===== src/rtl/sram_port_arbiter_if.sv =====
// Requester-side bundle for sram_port_arbiter: two request/response ports A and B.
// master = requester view, slave = arbiter view.
interface sram_port_arbiter_if #(
   parameter int ADDR_W = 10,
   parameter int DATA_W = 32
);
   logic                  REQ_VALID_A;
   logic                  REQ_VALID_B;
   logic                  REQ_READY_A;
   logic                  REQ_READY_B;
   logic                  REQ_WE_A;
   logic                  REQ_WE_B;
   logic [ADDR_W-1:0]     REQ_ADDR_A;
   logic [ADDR_W-1:0]     REQ_ADDR_B;
   logic [DATA_W-1:0]     REQ_WDATA_A;
   logic [DATA_W-1:0]     REQ_WDATA_B;
   logic [DATA_W/8-1:0]   REQ_BE_A;
   logic [DATA_W/8-1:0]   REQ_BE_B;
   logic                  RSP_VALID_A;
   logic                  RSP_VALID_B;
   logic [DATA_W-1:0]     RSP_RDATA_A;
   logic [DATA_W-1:0]     RSP_RDATA_B;

   modport master (
      output REQ_VALID_A, REQ_VALID_B, REQ_WE_A, REQ_WE_B,
             REQ_ADDR_A, REQ_ADDR_B, REQ_WDATA_A, REQ_WDATA_B,
             REQ_BE_A, REQ_BE_B,
      input  REQ_READY_A, REQ_READY_B, RSP_VALID_A, RSP_VALID_B,
             RSP_RDATA_A, RSP_RDATA_B
   );

   modport slave (
      input  REQ_VALID_A, REQ_VALID_B, REQ_WE_A, REQ_WE_B,
             REQ_ADDR_A, REQ_ADDR_B, REQ_WDATA_A, REQ_WDATA_B,
             REQ_BE_A, REQ_BE_B,
      output REQ_READY_A, REQ_READY_B, RSP_VALID_A, RSP_VALID_B,
             RSP_RDATA_A, RSP_RDATA_B
   );
endinterface


===== src/rtl/sram_port_arbiter.sv =====
// Two-port round-robin arbiter onto a single-port SRAM macro.
// Accept in N -> SRAM access in N+1 -> response strobe in N+2.
module sram_port_arbiter #(
   parameter int ADDR_W = 10,
   parameter int DATA_W = 32
) (
   input  logic                CLK,
   input  logic                RST_N,
   input  logic                ENA,
   sram_port_arbiter_if.slave  req,
   output logic [ADDR_W-1:0]   SRAM_ADDR,
   output logic [DATA_W-1:0]   SRAM_DIN,
   output logic [DATA_W-1:0]   SRAM_BM,
   output logic                SRAM_MEN,
   output logic                SRAM_WEN,
   output logic                SRAM_REN,
   input  logic [DATA_W-1:0]   SRAM_DOUT,
   output logic                BUSY
);

   logic                gnt_a;
   logic                gnt_b;
   logic                sel_we;
   logic [ADDR_W-1:0]   sel_addr;
   logic [DATA_W-1:0]   sel_wdata;
   logic [DATA_W/8-1:0] sel_be;

   // last_b_q=1 means B was granted last, so A wins the next tie
   logic                last_b_d,  last_b_q;
   logic                s1_vld_d,  s1_vld_q;
   logic                s1_port_d, s1_port_q;
   logic                s1_we_d,   s1_we_q;
   logic                s2_vld_d,  s2_vld_q;
   logic                s2_port_d, s2_port_q;
   logic                s2_we_d,   s2_we_q;
   logic [ADDR_W-1:0]   addr_d,    addr_q;
   logic [DATA_W-1:0]   din_d,     din_q;
   logic [DATA_W-1:0]   bm_d,      bm_q;
   logic                men_d,     men_q;
   logic                wen_d,     wen_q;
   logic                ren_d,     ren_q;

   always_comb begin
      gnt_a     = RST_N & ENA & req.REQ_VALID_A & (~req.REQ_VALID_B | last_b_q);
      gnt_b     = RST_N & ENA & req.REQ_VALID_B & (~req.REQ_VALID_A | ~last_b_q);
      sel_we    = gnt_b ? req.REQ_WE_B    : req.REQ_WE_A;
      sel_addr  = gnt_b ? req.REQ_ADDR_B  : req.REQ_ADDR_A;
      sel_wdata = gnt_b ? req.REQ_WDATA_B : req.REQ_WDATA_A;
      sel_be    = gnt_b ? req.REQ_BE_B    : req.REQ_BE_A;

      last_b_d  = last_b_q;
      if (gnt_b)
         last_b_d = 1'b1;
      else if (gnt_a)
         last_b_d = 1'b0;

      s1_vld_d  = gnt_a | gnt_b;
      s1_port_d = gnt_b;
      s1_we_d   = sel_we;
      men_d     = s1_vld_d;
      wen_d     = s1_vld_d & sel_we;
      ren_d     = s1_vld_d & ~sel_we;
      addr_d    = s1_vld_d ? sel_addr  : addr_q;
      din_d     = s1_vld_d ? sel_wdata : din_q;
      bm_d      = '0;
      if (s1_vld_d && sel_we) begin
         for (int unsigned k = 0; k < DATA_W/8; k++)
            bm_d[8*k +: 8] = {8{sel_be[k]}};
      end

      s2_vld_d  = s1_vld_q;
      s2_port_d = s1_port_q;
      s2_we_d   = s1_we_q;
   end

   always_ff @(posedge CLK or negedge RST_N) begin
      if (!RST_N) begin
         last_b_q  <= 1'b1;
         s1_vld_q  <= 1'b0;
         s1_port_q <= 1'b0;
         s1_we_q   <= 1'b0;
         s2_vld_q  <= 1'b0;
         s2_port_q <= 1'b0;
         s2_we_q   <= 1'b0;
         addr_q    <= '0;
         din_q     <= '0;
         bm_q      <= '0;
         men_q     <= 1'b0;
         wen_q     <= 1'b0;
         ren_q     <= 1'b0;
      end else begin
         last_b_q  <= last_b_d;
         s1_vld_q  <= s1_vld_d;
         s1_port_q <= s1_port_d;
         s1_we_q   <= s1_we_d;
         s2_vld_q  <= s2_vld_d;
         s2_port_q <= s2_port_d;
         s2_we_q   <= s2_we_d;
         addr_q    <= addr_d;
         din_q     <= din_d;
         bm_q      <= bm_d;
         men_q     <= men_d;
         wen_q     <= wen_d;
         ren_q     <= ren_d;
      end
   end

   assign req.REQ_READY_A = gnt_a;
   assign req.REQ_READY_B = gnt_b;

   // SRAM read data arrives the cycle after the access, aligned with the stage-2 strobe
   assign req.RSP_VALID_A = s2_vld_q & ~s2_port_q;
   assign req.RSP_VALID_B = s2_vld_q &  s2_port_q;
   assign req.RSP_RDATA_A = (req.RSP_VALID_A & ~s2_we_q) ? SRAM_DOUT : '0;
   assign req.RSP_RDATA_B = (req.RSP_VALID_B & ~s2_we_q) ? SRAM_DOUT : '0;

   assign SRAM_ADDR = addr_q;
   assign SRAM_DIN  = din_q;
   assign SRAM_BM   = bm_q;
   assign SRAM_MEN  = men_q;
   assign SRAM_WEN  = wen_q;
   assign SRAM_REN  = ren_q;
   assign BUSY      = s1_vld_q | s2_vld_q;

endmodule


===== src/flat_wrapper.sv =====
// flat-port wrapper written by rule: the top's interface ports become plain ports
module sram_port_arbiter_flat 
#(
   parameter int ADDR_W = 10,
   parameter int DATA_W = 32
)
  (CLK, RST_N, ENA, SRAM_ADDR, SRAM_DIN, SRAM_BM, SRAM_MEN, SRAM_WEN, SRAM_REN, SRAM_DOUT, BUSY, req_REQ_VALID_A, req_REQ_VALID_B, req_REQ_WE_A, req_REQ_WE_B, req_REQ_ADDR_A, req_REQ_ADDR_B, req_REQ_WDATA_A, req_REQ_WDATA_B, req_REQ_BE_A, req_REQ_BE_B, req_REQ_READY_A, req_REQ_READY_B, req_RSP_VALID_A, req_RSP_VALID_B, req_RSP_RDATA_A, req_RSP_RDATA_B);
  sram_port_arbiter_if #(.ADDR_W(ADDR_W), .DATA_W(DATA_W)) req_i ();
  input  logic CLK;
  input  logic RST_N;
  input  logic ENA;
  output logic [ADDR_W-1:0] SRAM_ADDR;
  output logic [DATA_W-1:0] SRAM_DIN;
  output logic [DATA_W-1:0] SRAM_BM;
  output logic SRAM_MEN;
  output logic SRAM_WEN;
  output logic SRAM_REN;
  input  logic [DATA_W-1:0] SRAM_DOUT;
  output logic BUSY;
  input wire logic [$bits(req_i.REQ_VALID_A)-1:0] req_REQ_VALID_A;
  input wire logic [$bits(req_i.REQ_VALID_B)-1:0] req_REQ_VALID_B;
  input wire logic [$bits(req_i.REQ_WE_A)-1:0] req_REQ_WE_A;
  input wire logic [$bits(req_i.REQ_WE_B)-1:0] req_REQ_WE_B;
  input wire logic [$bits(req_i.REQ_ADDR_A)-1:0] req_REQ_ADDR_A;
  input wire logic [$bits(req_i.REQ_ADDR_B)-1:0] req_REQ_ADDR_B;
  input wire logic [$bits(req_i.REQ_WDATA_A)-1:0] req_REQ_WDATA_A;
  input wire logic [$bits(req_i.REQ_WDATA_B)-1:0] req_REQ_WDATA_B;
  input wire logic [$bits(req_i.REQ_BE_A)-1:0] req_REQ_BE_A;
  input wire logic [$bits(req_i.REQ_BE_B)-1:0] req_REQ_BE_B;
  output wire logic [$bits(req_i.REQ_READY_A)-1:0] req_REQ_READY_A;
  output wire logic [$bits(req_i.REQ_READY_B)-1:0] req_REQ_READY_B;
  output wire logic [$bits(req_i.RSP_VALID_A)-1:0] req_RSP_VALID_A;
  output wire logic [$bits(req_i.RSP_VALID_B)-1:0] req_RSP_VALID_B;
  output wire logic [$bits(req_i.RSP_RDATA_A)-1:0] req_RSP_RDATA_A;
  output wire logic [$bits(req_i.RSP_RDATA_B)-1:0] req_RSP_RDATA_B;
  assign req_i.REQ_VALID_A = req_REQ_VALID_A;
  assign req_i.REQ_VALID_B = req_REQ_VALID_B;
  assign req_i.REQ_WE_A = req_REQ_WE_A;
  assign req_i.REQ_WE_B = req_REQ_WE_B;
  assign req_i.REQ_ADDR_A = req_REQ_ADDR_A;
  assign req_i.REQ_ADDR_B = req_REQ_ADDR_B;
  assign req_i.REQ_WDATA_A = req_REQ_WDATA_A;
  assign req_i.REQ_WDATA_B = req_REQ_WDATA_B;
  assign req_i.REQ_BE_A = req_REQ_BE_A;
  assign req_i.REQ_BE_B = req_REQ_BE_B;
  assign req_REQ_READY_A = req_i.REQ_READY_A;
  assign req_REQ_READY_B = req_i.REQ_READY_B;
  assign req_RSP_VALID_A = req_i.RSP_VALID_A;
  assign req_RSP_VALID_B = req_i.RSP_VALID_B;
  assign req_RSP_RDATA_A = req_i.RSP_RDATA_A;
  assign req_RSP_RDATA_B = req_i.RSP_RDATA_B;
  sram_port_arbiter #(.ADDR_W(ADDR_W), .DATA_W(DATA_W)) u_core (.CLK(CLK), .RST_N(RST_N), .ENA(ENA), .req(req_i), .SRAM_ADDR(SRAM_ADDR), .SRAM_DIN(SRAM_DIN), .SRAM_BM(SRAM_BM), .SRAM_MEN(SRAM_MEN), .SRAM_WEN(SRAM_WEN), .SRAM_REN(SRAM_REN), .SRAM_DOUT(SRAM_DOUT), .BUSY(BUSY));
endmodule

===== config.mk =====
export PLATFORM = sky130hd
export DESIGN_NAME = sram_port_arbiter_flat
export DESIGN_NICKNAME = d
export VERILOG_FILES = /design/src/rtl/sram_port_arbiter_if.sv /design/src/rtl/sram_port_arbiter.sv /design/src/flat_wrapper.sv
export SDC_FILE = /design/constraint.sdc
export NUM_CORES = 1
export LEC_CHECK = 0
export ABC_AREA = 1
export CORE_AREA = 2 2 108 110
export DETAILED_ROUTE_END_ITERATION = 10
export DIE_AREA = 0 0 110 112
export PLACE_DENSITY = 0.77
export REMOVE_ABC_BUFFERS = 1
export SYNTH_ARGS = -nofsm -noshare
export SYNTH_HDL_FRONTEND = slang
export SYNTH_SLANG_ARGS = --single-unit

===== constraint.sdc =====
create_clock -name CLK -period 1.8 [get_ports CLK]
set_clock_uncertainty 0.1 [all_clocks]
set_input_delay 0.54 -clock CLK [delete_from_list [all_inputs] [get_ports CLK]]
set_output_delay 0.54 -clock CLK [all_outputs]
set_load 0.02 [all_outputs]

=== After elaboration in Yosys (flattened, before gate mapping) ===
Index checks and enable logic that the tools add are counted.

* Register bits after elaboration: 83
* Output and inout port bits: 146

* Multiplexer cells: 9
* Bitwise logic cells: 21
* Reductions and logical operators: 2

{| class="wikitable"
|+ Operators with widths
! kind !! count
|-
| $mux 32 || 4
|-
| $and 1x1->1 || 11
|-
| $mux 10 || 1
|-
| $not 1->1 || 6
|-
| $mux 4 || 1
|-
| $or 1x1->1 || 4
|-
| $mux 1 || 3
|-
| $reduce_bool 2->1 || 1
|-
| $logic_and 1x1->1 || 1
|}

=== Depth between registers and ports, before layout ===
* Depth after elaboration: 6
* Depth in mapped cells: 8

=== Worst setup path before layout ===
No wires, ideal clock.

* Kind: register to output
* Start point: register u_core.s2_port_q
* End point: output req_RSP_RDATA_A[10]
* Data arrival time: 1.396 ns
* Data required time: 1.160 ns
* Path slack: -0.236 ns
* Stages on the path, launching flop included: 5
* Path buffers: 1
* Cell sequence: dfrtp_1 nor2_1 nand2_1 clkbuf_1 nor2_1

* Word-level cells in the longest chain between the ends: 4

{| class="wikitable"
|+ RTL lines
! what !! line !! text
|-
| from (decl) || sram_port_arbiter.sv:34 || <nowiki>logic s2_port_d, s2_port_q;</nowiki>
|-
| from (signal assigned) || sram_port_arbiter.sv:97 || <nowiki>s2_port_q <= s2_port_d;</nowiki>
|-
| $not 1->1 || sram_port_arbiter.sv:112 || <nowiki>assign req.RSP_VALID_A = s2_vld_q & ~s2_port_q;</nowiki>
|-
| $and 1x1->1 || sram_port_arbiter.sv:112 ||
|-
| via req_RSP_VALID_A || flat_wrapper.sv:32 || <nowiki>output wire logic [$bits(req_i.RSP_VALID_A)-1:0] req_RSP_VALID_A;</nowiki>
|-
| $and 1x1->1 || sram_port_arbiter.sv:114 || <nowiki>assign req.RSP_RDATA_A = (req.RSP_VALID_A & ~s2_we_q) ? SRAM_DOUT : '0;</nowiki>
|-
| $mux 32 || sram_port_arbiter.sv:114 ||
|-
| to (decl) || flat_wrapper.sv:34 || <nowiki>output wire logic [$bits(req_i.RSP_RDATA_A)-1:0] req_RSP_RDATA_A;</nowiki>
|}

The timed path passes the listed nets, and every way through them passes these cells.

=== Final worst setup path ===
* Start point: register u_core.s2_we_q
* End point: output req_RSP_RDATA_A[31]

* Word-level cells in the longest chain between the ends: 3

{| class="wikitable"
|+ RTL lines
! what !! line !! text
|-
| from (decl) || sram_port_arbiter.sv:35 || <nowiki>logic s2_we_d, s2_we_q;</nowiki>
|-
| from (signal assigned) || sram_port_arbiter.sv:98 || <nowiki>s2_we_q <= s2_we_d;</nowiki>
|-
| $not 1->1 || sram_port_arbiter.sv:114 ||
|-
| $and 1x1->1 || sram_port_arbiter.sv:114 ||
|-
| $mux 32 || sram_port_arbiter.sv:114 ||
|}

No other way between the ends.

==> reports/metrics.cfg <==
[synth]
synthDistinctLibCells = 17
synth_top_family_by_area = simple AND/OR/NAND/NOR gates
synth_seq_cells = 55
synth-compound-area-share = 0.002885
synth_area_sq_um = 3470
ys_warn_count = 0
muxShareOfSynthArea = 0
ys_seq_area_frac = 0.3970
synthCells = 549
synth_adder_area_share = 0
yosys.area_share.simple = 0.3530
synthXorXnorAreaFrac = 0
avgSynthCellArea_sq_um = 6.320

[pwr]
p_leak_nw = 4.019
p_per_area_nw_per_um2 = 589.0
vdd.ir_drop.worst_mv = 0.4721

[layout]
nets = 959
fillers = 965
antenna-diode-count = 0
area.sequential_sq_um = 1381
syn_to_final_growth_pct = 109.8
fin_area_sq_um = 7279
multi_input_area_sq_um = 1708
drive_above_1_share = 0.2654

[grt]
gr-total-overflow = 0
grt_max_degree = 56
gr-usage-all-layers = 0.2488
antenna_found_initial = 1
grt_pass1_vias = 4181
grt_pass1_wl_um = 22970

[status]
outcome = complete, but fails checks
violations = negative setup slack

[setup_path]
worst_ep_required_time_ns = 1.16
critPathBufInv = 4
path_delay_family = buffers and inverters
path_cells = inv_1, nand2_4, buf_12, buf_12, nor2_2, buf_6
worstPathArrival_ns = 1.55
cp-start-kind = register
slowest_stage = dfrtp_1
critPathKind = register to primary output
crit_top_cell = buf_12
slowest_delay_ns = 0.36
path_max_fanout = 7
critPathCaptureType = primary output

[timing]
rsz0062_at_grt = yes
post-route-period-util = 1.217
tightest_slew_ns = 0.7112
finalSetupViolations = 66
relSlewSlack = 0.5259
hold_violations = 0
setup_ws_ns = -0.3901
max_freq_mhz = 456.6
period_minus_slack_ns = 2.190
holdWs_ns = 0.2526
slew_viol_final = 0

[drt]
dr_total_vias = 4198
drt_iter0_drc = 146
drt_first_pass_iters = 4
via_per_inst = 4.319
post_drt_wl_per_cell_um = 16.49
drc_errors = 0
routed_wl_um = 16030
ant_nets = 0

[cts]
clk_pin_slew_ns = 0.08
cts_buffers = 5
cts_root_buffer = clkbuf_16
numClockSinks = 55
clock_path_buffers = 2
h-tree-depth = 2
cts_tree = yes
worst_skew_pair.late_latency_ns = 0.29

[die]
die_h_um = 112
io_pins = 277
core_area_sq_um = 11170
rows = 39
start_util = 0.3105
die_w_um = 110
die_area_sq_um = 12320

[placement]
routabilityCongestion = 0.8390
post-dp-hpwl_um = 11350
dpl_cell_area_sq_um = 6405
numPortBuffers = 276
place_ws_ns = -0.8312

[worst_hold_path]
hp-class = register to register

[run]
maxCapViolations = 0

==> synthesized netlist by cell type, drive strengths merged <==
cell type	n	share of area
nand2	190	0.21
inv	132	0.14
nor2	72	0.079
dfrtp	54	0.39
nand3	45	0.066
buf	44	0.096
clkbuf	8	0.0087
a21oi	1	0.0014
dfstp	1	0.0076
o21ai	1	0.0014
or2	1	0.0018
==> per-stage QoR <==
stage	utilization	cells	total power [W]	setup TNS (ns)
6_report	0.6514	972	0.004288	-18.49
3_3_place_gp	0.5732	945	0.003150	-65.99
4_1_cts	0.6296	967	0.004284	-17.08
5_1_grt	0.6514	972	0.004530	-23.74
3_5_place_dp	0.5732	945	0.003171	-66.69
2_1_floorplan	-	497	0.002165	-77.22
==> metal layers <==
| layer | GRT usage | wire, um | vias up |
|---|---|---|---|
| met5 | 0 | 12 | - |
| met4 | 0.05907 | 367 | 2 |
| met3 | 0.07728 | 1401 | 29 |
| met2 | 0.4528 | 8285 | 194 |
| met1 | 0.2774 | 5963 | 1892 |
| li1 | - | - | 2081 |
==> registers in the layout, summed over array words and instances, names as in the netlist <==
| register | count |
|---|---|
| u_core.SRAM_ADDR | 10 |
| u_core.SRAM_REN | 1 |
| u_core.s1_we_q | 1 |
| u_core.SRAM_BM | 4 |
| u_core.SRAM_DIN | 32 |
| u_core.last_b_q | 1 |
| u_core.s2_we_q | 1 |
| u_core.s2_vld_q | 1 |
| u_core.SRAM_WEN | 1 |
| u_core.s1_port_q | 1 |
| u_core.s2_port_q | 1 |
| u_core.s1_vld_q | 1 |
==> path summary, 6_finish.rpt <==
path	start	end	slack (ns)	cells after the start
min	u_core.s1_port_q	u_core.s2_port_q	0.25	0
min reg2reg	u_core.s1_port_q	u_core.s2_port_q	0.25	0
min in group asynchronous	RST_N	u_core.SRAM_DIN[17]	0.35	2
max	u_core.s2_we_q	req_RSP_RDATA_A[31]	-0.39	6
max in group asynchronous	RST_N	u_core.SRAM_BM[30]	0.74	2
max reg2reg	u_core.last_b_q	u_core.SRAM_BM[30]	0.09	9
==> what timing repair did <==
action | CTS | global route
endpoints found under the setup margin | 191 | 92
endpoints found under the hold margin | 0 | 0
hold buffers | 0 | 0
pin swaps | 9 | 9
gates resized for setup | 565 | 69
setup buffers | 11 | 5
cloned | 4 | 1
==> power by group <==
part / switching, W / internal (W)
Clock: 0.000486 / 0.000672
Sequential: 0.000104 / 0.00142
Combinational: 0.000866 / 0.000738
==> worst reg2reg max path, stage by stage, from the launching register on <==
cell and delay [ns]:
dfstp_2 0.39, nand2_2 0.07, inv_2 0.04, nor2_4 0.18, buf_4 0.14, buf_6 0.32
nand2_1 0.15, nand2_1 0.09, inv_1 0.04, nor2_1 0.11
==> cells in the final DEF, fill, tap and decap left out, types with 2 or more instances in the layout <==
| cell type | instances |
|---|---|
| clkbuf_16 | 6 |
| clkdlybuf4s15_1 | 7 |
| nand3_1 | 43 |
| buf_2 | 3 |
| dfrtp_1 | 51 |
| clkbuf_2 | 4 |
| clkdlybuf4s50_1 | 122 |
| inv_2 | 10 |
| buf_6 | 69 |
| nor2_2 | 7 |
| dlygate4sd2_1 | 69 |
| inv_1 | 122 |
| buf_12 | 13 |
| buf_16 | 2 |
| nor2_4 | 56 |
| nand2_2 | 3 |
| nor2_1 | 9 |
| buf_4 | 32 |
| nand3_2 | 2 |
| nand2_1 | 185 |
| dfrtp_2 | 3 |
==> kinds of logic after synthesis <==
group,after synthesis
AOI/OAI and AO/OA,2
buffers and inverters,184
and+or+nand+nor,308
DFF,55
==> cell type report <==
cell class	instances	share of cell area
Clock inverter	3	0.007563
Inverter	132	0.06806
Sequential cell	55	0.1898
Clock buffer	5	0.01719
Multi-Input combinational cell	310	0.2346
Timing Repair Buffer	324	0.4582
Tap cell	143	0.02458
Power figures use the tool's default switching activity.
